[src/rtl/dds_profile_sequencer_if.sv]
// Serializer-side handshake between the DDS profile sequencer and the AD9910 shifter.
interface dds_profile_sequencer_if;
    logic       ser_ready;
    logic       ser_done;
    logic       ser_start;
    logic [4:0] sweep_count;
    logic       io_update;

    modport master (
        input  ser_ready,
        input  ser_done,
        output ser_start,
        output sweep_count,
        output io_update
    );

    modport slave (
        output ser_ready,
        output ser_done,
        input  ser_start,
        input  sweep_count,
        input  io_update
    );
endinterface

[src/rtl/dds_profile_sequencer.sv]
// Steps stored DDS profiles into the serializer, one per external trigger, with IO_UPDATE strobes.
// Optional DDS_SEQ_LOOP_EN: continuous looping sweep instead of a one-shot sweep.
//
// state        | meaning
// ST_IDLE      | waiting for start
// ST_LOAD      | waiting for ser_ready, then issue ser_start
// ST_WAIT_DONE | waiting for ser_done with timeout
// ST_UPDATE    | io_update high for UPDATE_PULSE_CYCLES
// ST_WAIT_TRIG | waiting for synchronised trigger rising edge
// ST_DONE      | one-cycle end-of-sweep flag
module dds_profile_sequencer #(
    parameter int MAX_PROFILES        = 12,
    parameter int UPDATE_PULSE_CYCLES = 4,
    parameter int DONE_TIMEOUT        = 4096
) (
    input  logic                   ten_MHz_ext,
    input  logic                   key_2_reset,
    input  logic                   table_valid,
    input  logic [4:0]             sweep_total,
    input  logic                   start,
    input  logic                   step_trigger,
    input  logic                   abort,
    dds_profile_sequencer_if.master ser,
    output logic                   seq_busy,
    output logic                   sweep_count_over_flag,
    output logic [1:0]             err
);

    localparam int TMR_MAX = (DONE_TIMEOUT > UPDATE_PULSE_CYCLES) ? DONE_TIMEOUT : UPDATE_PULSE_CYCLES;
    localparam int TMR_W   = $clog2(TMR_MAX) + 1;
    localparam logic [TMR_W-1:0] TMR_TIMEOUT = TMR_W'(DONE_TIMEOUT - 1);
    localparam logic [TMR_W-1:0] TMR_UPDATE  = TMR_W'(UPDATE_PULSE_CYCLES - 1);
    localparam logic [4:0]       MAX_P       = 5'(MAX_PROFILES);

    typedef enum logic [2:0] {
        ST_IDLE,
        ST_LOAD,
        ST_WAIT_DONE,
        ST_UPDATE,
        ST_WAIT_TRIG,
        ST_DONE
    } state_e;

    state_e           state_q, state_d;
    logic [4:0]       cnt_q, cnt_d;
    logic [4:0]       total_q, total_d;
    logic [TMR_W-1:0] tmr_q, tmr_d;
    logic             ser_start_q, ser_start_d;
    logic             io_update_q, io_update_d;
    logic             over_q, over_d;
    logic [1:0]       err_q, err_d;
    logic             trig_s1_q, trig_s2_q, trig_d_q;
    logic             trig_rise;
    logic             last_profile;

    assign trig_rise    = trig_s2_q & ~trig_d_q;
    assign last_profile = (cnt_q == (total_q - 5'd1));

    always_comb begin
        state_d     = state_q;
        cnt_d       = cnt_q;
        total_d     = total_q;
        tmr_d       = tmr_q;
        ser_start_d = 1'b0;
        io_update_d = 1'b0;
        over_d      = 1'b0;
        err_d       = err_q;

        if (abort) begin
            state_d = ST_IDLE;
            cnt_d   = 5'd0;
        end else begin
            case (state_q)
                ST_IDLE: begin
                    if (start) begin
                        if (table_valid && (sweep_total != 5'd0)) begin
                            total_d = (sweep_total > MAX_P) ? MAX_P : sweep_total;
                            cnt_d   = 5'd0;
                            err_d   = 2'b00;
                            state_d = ST_LOAD;
                        end else begin
                            err_d[0] = 1'b1;
                        end
                    end
                end
                ST_LOAD: begin
                    if (ser.ser_ready) begin
                        ser_start_d = 1'b1;
                        tmr_d       = TMR_TIMEOUT;
                        state_d     = ST_WAIT_DONE;
                    end
                end
                ST_WAIT_DONE: begin
                    if (ser.ser_done) begin
                        io_update_d = 1'b1;
                        tmr_d       = TMR_UPDATE;
                        state_d     = ST_UPDATE;
                    end else if (tmr_q == '0) begin
                        err_d[1] = 1'b1;
                        state_d  = ST_IDLE;
                    end else begin
                        tmr_d = tmr_q - 1'b1;
                    end
                end
                ST_UPDATE: begin
                    if (tmr_q != '0) begin
                        io_update_d = 1'b1;
                        tmr_d       = tmr_q - 1'b1;
                    end else if (last_profile) begin
                        over_d = 1'b1;
`ifdef DDS_SEQ_LOOP_EN
                        state_d = ST_WAIT_TRIG;
`else
                        state_d = ST_DONE;
`endif
                    end else begin
                        state_d = ST_WAIT_TRIG;
                    end
                end
                ST_WAIT_TRIG: begin
                    // Index advances only on entry to LOAD so it is stable during ser_start/io_update.
                    if (trig_rise) begin
`ifdef DDS_SEQ_LOOP_EN
                        cnt_d = last_profile ? 5'd0 : cnt_q + 5'd1;
`else
                        cnt_d = cnt_q + 5'd1;
`endif
                        state_d = ST_LOAD;
                    end
                end
                ST_DONE: begin
                    state_d = ST_IDLE;
                end
                default: begin
                    state_d = ST_IDLE;
                end
            endcase
        end
    end

    always_ff @(posedge ten_MHz_ext) begin
        if (key_2_reset) begin
            state_q     <= ST_IDLE;
            cnt_q       <= 5'd0;
            total_q     <= 5'd0;
            tmr_q       <= '0;
            ser_start_q <= 1'b0;
            io_update_q <= 1'b0;
            over_q      <= 1'b0;
            err_q       <= 2'b00;
            trig_s1_q   <= 1'b0;
            trig_s2_q   <= 1'b0;
            trig_d_q    <= 1'b0;
        end else begin
            state_q     <= state_d;
            cnt_q       <= cnt_d;
            total_q     <= total_d;
            tmr_q       <= tmr_d;
            ser_start_q <= ser_start_d;
            io_update_q <= io_update_d;
            over_q      <= over_d;
            err_q       <= err_d;
            trig_s1_q   <= step_trigger;
            trig_s2_q   <= trig_s1_q;
            trig_d_q    <= trig_s2_q;
        end
    end

    // Abort kills the strobes combinationally so they drop in the same cycle.
    assign ser.ser_start          = ser_start_q & ~abort;
    assign ser.io_update          = io_update_q & ~abort;
    assign ser.sweep_count        = cnt_q;
    assign seq_busy               = (state_q != ST_IDLE);
    assign sweep_count_over_flag  = over_q;
    assign err                    = err_q;

endmodule

[src/flat_wrapper.sv]
// flat-port wrapper written by rule: the top's interface ports become plain ports
module dds_profile_sequencer_flat 
#(
    parameter int MAX_PROFILES        = 12,
    parameter int UPDATE_PULSE_CYCLES = 4,
    parameter int DONE_TIMEOUT        = 4096
)
  (ten_MHz_ext, key_2_reset, table_valid, sweep_total, start, step_trigger, abort, seq_busy, sweep_count_over_flag, err, ser_ser_ready, ser_ser_done, ser_ser_start, ser_sweep_count, ser_io_update);
  dds_profile_sequencer_if ser_i ();
  input  logic ten_MHz_ext;
  input  logic key_2_reset;
  input  logic table_valid;
  input  logic [4:0] sweep_total;
  input  logic start;
  input  logic step_trigger;
  input  logic abort;
  output logic seq_busy;
  output logic sweep_count_over_flag;
  output logic [1:0] err;
  input wire logic [$bits(ser_i.ser_ready)-1:0] ser_ser_ready;
  input wire logic [$bits(ser_i.ser_done)-1:0] ser_ser_done;
  output wire logic [$bits(ser_i.ser_start)-1:0] ser_ser_start;
  output wire logic [$bits(ser_i.sweep_count)-1:0] ser_sweep_count;
  output wire logic [$bits(ser_i.io_update)-1:0] ser_io_update;
  assign ser_i.ser_ready = ser_ser_ready;
  assign ser_i.ser_done = ser_ser_done;
  assign ser_ser_start = ser_i.ser_start;
  assign ser_sweep_count = ser_i.sweep_count;
  assign ser_io_update = ser_i.io_update;
  dds_profile_sequencer #(.MAX_PROFILES(MAX_PROFILES), .UPDATE_PULSE_CYCLES(UPDATE_PULSE_CYCLES), .DONE_TIMEOUT(DONE_TIMEOUT)) u_core (.ten_MHz_ext(ten_MHz_ext), .key_2_reset(key_2_reset), .table_valid(table_valid), .sweep_total(sweep_total), .start(start), .step_trigger(step_trigger), .abort(abort), .ser(ser_i), .seq_busy(seq_busy), .sweep_count_over_flag(sweep_count_over_flag), .err(err));
endmodule
[config.mk]
export PLATFORM = sky130hd
export DESIGN_NAME = dds_profile_sequencer_flat
export DESIGN_NICKNAME = d
export VERILOG_FILES = /design/src/rtl/dds_profile_sequencer_if.sv /design/src/rtl/dds_profile_sequencer.sv /design/src/flat_wrapper.sv
export SDC_FILE = /design/constraint.sdc
export NUM_CORES = 1
export LEC_CHECK = 0
export CAP_MARGIN = 25
export CORE_MARGIN = 3
export CORE_UTILIZATION = 50
export CTS_CLUSTER_SIZE = 12
export DETAILED_ROUTE_END_ITERATION = 10
export PLACE_DENSITY_LB_ADDON = 0.25
export SYNTH_ARGS = -nofsm -noshare
export SYNTH_HDL_FRONTEND = slang
export SYNTH_SLANG_ARGS = --single-unit
[constraint.sdc]
create_clock -name ten_MHz_ext -period 1.7 [get_ports ten_MHz_ext]
set_input_delay 0.34 -clock ten_MHz_ext [delete_from_list [all_inputs] [get_ports ten_MHz_ext]]
set_output_delay 0.34 -clock ten_MHz_ext [all_outputs]
set_load 0.03 [all_outputs]
==> flow_results.xml, run 1 <==
<?xml version="1.0" encoding="UTF-8"?>
<metrics>
  <group name="die">
    <metric name="core" unit="sq um">3521</metric>
    <metric name="dieArea" unit="sq um">4646</metric>
    <metric name="die_height" unit="um">68.16</metric>
    <metric name="initial_core_utilization" unit="%">54.87</metric>
    <metric name="rows" unit="">21</metric>
    <metric name="io_pins" unit="">24</metric>
    <metric name="fp.dieW" unit="um">68.16</metric>
  </group>
  <group name="cells_and_area">
    <metric name="final_net_count" unit="">331</metric>
    <metric name="antenna_cells" unit="">0</metric>
    <metric name="instances_no_fill" unit="">361</metric>
    <metric name="post_route_cells_drive_above_1_share" unit="%">33.02</metric>
    <metric name="relative_area_change_from_synthesis_to_final_layout" unit="%">52.33</metric>
  </group>
  <group name="worst_setup_path">
    <metric name="cp_data_required_time" unit="ns">1.93</metric>
    <metric name="total_stage_count_of_the_critical_path" unit="">7</metric>
    <metric name="r2r.worst_path.cells" unit="">7</metric>
    <metric name="timing.critical_path.buf_inv" unit="">2</metric>
    <metric name="cp_slowest_stage_delay" unit="ns">0.38</metric>
    <metric name="critPathSlowestCell" unit="">sky130_fd_sc_hd__dfxtp_1</metric>
    <metric name="critPathArrivalTime" unit="ns">2.01</metric>
    <metric name="worstPathMaxFanout" unit="">8</metric>
    <metric name="timing.critical_path.from_type" unit="">register</metric>
    <metric name="critical_path_class" unit="">register to register</metric>
    <metric name="worst_setup_path_end_kind" unit="">register</metric>
    <metric name="critical_path.top_delay_family" unit="">compound AO/OA/AOI/OAI gates</metric>
    <metric name="path_cells" unit="">nor3_1, nand4_2, o21ai_4, buf_12, buf_6, o21ai_2, a211oi_2</metric>
  </group>
  <group name="drt">
    <metric name="drt_drc_violations_left" unit="">0</metric>
    <metric name="drt_pre_antenna_iters" unit="">4</metric>
    <metric name="drt-wirelength-per-cell" unit="um">16.12</metric>
    <metric name="vias" unit="">2099</metric>
    <metric name="routed_via_density" unit="">5.814</metric>
    <metric name="dr.first_iter.drc_count" unit="">113</metric>
    <metric name="antenna_left" unit="">0</metric>
    <metric name="drt-total-wl" unit="um">5819</metric>
  </group>
  <group name="sta">
    <metric name="setup_total_negative_slack" unit="ns">-0.2991</metric>
    <metric name="max-slew-margin-rel" unit="%">64.26</metric>
    <metric name="worst-slew-pin-transition" unit="ns">0.5311</metric>
    <metric name="final.setup_skew" unit="ns">0.009242</metric>
    <metric name="final_critical_path_setup_slack" unit="ns">-0.07891</metric>
    <metric name="max_freq" unit="MHz">562.1</metric>
    <metric name="fin_worst_hold_slack" unit="ns">0.4580</metric>
    <metric name="hold_viol" unit="">0</metric>
    <metric name="period_minus_slack" unit="ns">1.779</metric>
    <metric name="timing.final.max_slew_violations" unit="">0</metric>
    <metric name="final.period_utilization" unit="%">104.6</metric>
    <metric name="timing.final.setup_violations" unit="">7</metric>
    <metric name="rsz0062_at_grt" unit="">true</metric>
  </group>
  <group name="cts">
    <metric name="worstSkewPairLatency" unit="ns">0.30</metric>
    <metric name="htree_num_levels" unit="">2</metric>
    <metric name="cts_tree" unit="">built</metric>
    <metric name="cts_hold_buf" unit="">0</metric>
    <metric name="clk_path_buf_depth" unit="">2</metric>
    <metric name="clock_tree.root_cell" unit="">sky130_fd_sc_hd__clkbuf_8</metric>
    <metric name="clk_pin_slew_worst_paths" unit="ns">0.08</metric>
    <metric name="clock_sinks" unit="">34</metric>
    <metric name="tritoncts.num_buffers" unit="">5</metric>
  </group>
  <group name="power">
    <metric name="worst_ir_drop_vdd" unit="V">0.0007355</metric>
    <metric name="pwr_density_cell" unit="nW/um^2">712.7</metric>
    <metric name="p_leak" unit="nW">1.196</metric>
  </group>
  <group name="logic_synthesis">
    <metric name="post_synth_inst_count" unit="">244</metric>
    <metric name="synth_seq_cells" unit="">34</metric>
    <metric name="synth.lib_cells_used.distinct" unit="">47</metric>
    <metric name="synthFlopType" unit="">sky130_fd_sc_hd__dfxtp_1</metric>
    <metric name="post_synth.cell_area_avg" unit="sq um">7.917</metric>
    <metric name="synth_edf_count" unit="">0</metric>
    <metric name="library_cell_with_the_largest_summed_area_after_synthesis" unit="">sky130_fd_sc_hd__dfxtp_1</metric>
    <metric name="seq_area_frac_synth" unit="%">35.23</metric>
    <metric name="yosysMostFrequentCell" unit="">sky130_fd_sc_hd__dfxtp_1</metric>
    <metric name="post-synth-top-area-fraction" unit="%">35.23</metric>
    <metric name="postSynthNetCount" unit="">261</metric>
    <metric name="synthesis.area" unit="sq um">1932</metric>
    <metric name="synth.top_cells.by_area" unit="">sky130_fd_sc_hd__dfxtp_1 (35%), sky130_fd_sc_hd__a21oi_1 (5.7%), sky130_fd_sc_hd__nor2_1 (5.2%)</metric>
    <metric name="synthesis.yosys.warnings" unit="">0</metric>
    <metric name="async_reset_ff_share" unit="%">0</metric>
    <metric name="netlist_top_cells_count" unit="">sky130_fd_sc_hd__dfxtp_1 (34), sky130_fd_sc_hd__nor2_1 (27), sky130_fd_sc_hd__a21oi_1 (22)</metric>
  </group>
  <group name="run_status">
    <metric name="violations" unit="">setup timing</metric>
    <metric name="run_status" unit="">finished, violations left</metric>
  </group>
  <group name="grt">
    <metric name="first_global_vias" unit="">1951</metric>
    <metric name="first_pass_grt_wire_length" unit="um">9121</metric>
    <metric name="gr-usage-all-layers" unit="%">26.33</metric>
    <metric name="grt_max_degree" unit="">22</metric>
    <metric name="grt_overflow" unit="">0</metric>
    <metric name="grt_antenna_before_repair" unit="">0</metric>
  </group>
  <group name="placed_design">
    <metric name="routabilityCongestion" unit="">0.9133</metric>
    <metric name="port-buffer-count" unit="">23</metric>
    <metric name="placed_cells_incl_taps" unit="">344</metric>
    <metric name="hpwlAfterDp" unit="um">3685</metric>
  </group>
  <group name="worst_hold_path">
    <metric name="worstHoldPathType" unit="">register to register</metric>
    <metric name="hold-path-cell-count" unit="">1</metric>
  </group>
  <group name="flow_run">
    <metric name="max_cap_violations" unit="">0</metric>
  </group>
</metrics>
[final cells by class]
class | count | area, sq um
clock buffers | 5 | 68.82
flip-flops and latches | 34 | 684.4
multi-input cells | 183 | 1330
repair buffers | 75 | 676.9
well taps | 46 | 57.56
inverters | 15 | 56.30
clock inverters | 3 | 68.82
fillers | 227 | 578.1
[routing by layer]
metal	part of all wire [%]	vias to the layer above	global-route usage, %	routed length [um]
li1	-	1018	-	-
met1	40	993	31.37	2356
met2	52	72	45.73	3054
met3	4.6	16	5.419	266
met4	2.4	0	10.67	142
met5	0	-	0	0
[placed cells by master (no fill, tap or decap), types with 4 or more instances in the layout]
cell	count
sky130_fd_sc_hd__buf_4	48
sky130_fd_sc_hd__dfxtp_1	31
sky130_fd_sc_hd__nor2_1	22
sky130_fd_sc_hd__a21oi_1	22
sky130_fd_sc_hd__inv_1	13
sky130_fd_sc_hd__nor3_1	12
sky130_fd_sc_hd__nand2_1	10
sky130_fd_sc_hd__o21ai_0	10
sky130_fd_sc_hd__clkdlybuf4s50_1	10
sky130_fd_sc_hd__xnor2_1	8
sky130_fd_sc_hd__nor2b_1	7
sky130_fd_sc_hd__dlygate4sd2_1	7
sky130_fd_sc_hd__a211oi_1	6
sky130_fd_sc_hd__a31oi_1	5
sky130_fd_sc_hd__nand4_1	5
sky130_fd_sc_hd__nor2_4	5
sky130_fd_sc_hd__clkbuf_8	5
sky130_fd_sc_hd__nand2b_1	4
sky130_fd_sc_hd__nor3_4	4
sky130_fd_sc_hd__a211oi_2	4
[where the power goes]
group	internal [mW]	switching, mW	total, mW
Sequential	0.814	0.0159	0.830
Combinational	0.170	0.186	0.355
Clock	0.587	0.324	0.912
Total	1.57	0.526	2.10
[metrics by stage]
step | cell area [sq um] | util, % | power [mW] | setup WS, ns
floorplan | 1932 | - | 1.006 | 0.03771
global placement | 2486 | 70.61 | 1.132 | -0.4081
detailed placement | 2486 | 70.61 | 1.137 | -0.4836
CTS | 2714 | 77.08 | 2.050 | 0.004639
global route | 2943 | 83.58 | 2.172 | -0.1737
finish | 2943 | 83.58 | 2.097 | -0.07891
[repair_timing]
action	in CTS	in global routing
gates cloned	0	1
setup buffers	4	5
resized for setup	23	40
setup endpoints to repair	27	20
pin swaps	9	21
[state kept, by name, summed over array words and instances, names as in the netlist]
register	cells
u_core.state_q	3
u_core.sweep_count_over_flag	1
u_core.total_q	5
u_core.ser_start_q	1
u_core.tmr_q	13
u_core.ser.sweep_count	5
u_core.trig_d_q	1
u_core.io_update_q	1
u_core.trig_s2_q	1
u_core.trig_s1_q	1
u_core.err	2
[kinds of logic after synthesis]
kind of cell / after synthesis / synth area share [%]
simple gates: 102 / 29.86
compound gates: 66 / 21.24
flops: 34 / 35.23
buf+inv: 27 / 6.088
xor+xnor: 11 / 4.987
fa+ha+maj: 4 / 2.591
[final timing paths]
check	from	end	slack [ns]
worst max-delay path	u_core.tmr_q[11]	u_core.tmr_q[5]	-0.08
worst min-delay path	u_core.trig_s1_q	u_core.trig_s2_q	0.46
worst max register to register	u_core.tmr_q[11]	u_core.tmr_q[5]	-0.08
worst min register to register	u_core.trig_s1_q	u_core.trig_s2_q	0.46
[worst register-to-register path, stage by stage (launching register included)]
cell and delay, ns:
sky130_fd_sc_hd__dfxtp_1 0.38, sky130_fd_sc_hd__nor3_1 0.31, sky130_fd_sc_hd__nand4_2 0.22, sky130_fd_sc_hd__o21ai_4 0.28
sky130_fd_sc_hd__buf_12 0.17, sky130_fd_sc_hd__buf_6 0.10, sky130_fd_sc_hd__o21ai_2 0.05, sky130_fd_sc_hd__a211oi_2 0.21
No activity file was read; power rests on OpenSTA's default activity.
==> run 2: changes to the inputs <==
Settings changed: CTS_CLUSTER_SIZE 12 to default.
==> results of run 2 <==
Same layout as run 1: the final DEF is identical, and so are final timing and power.
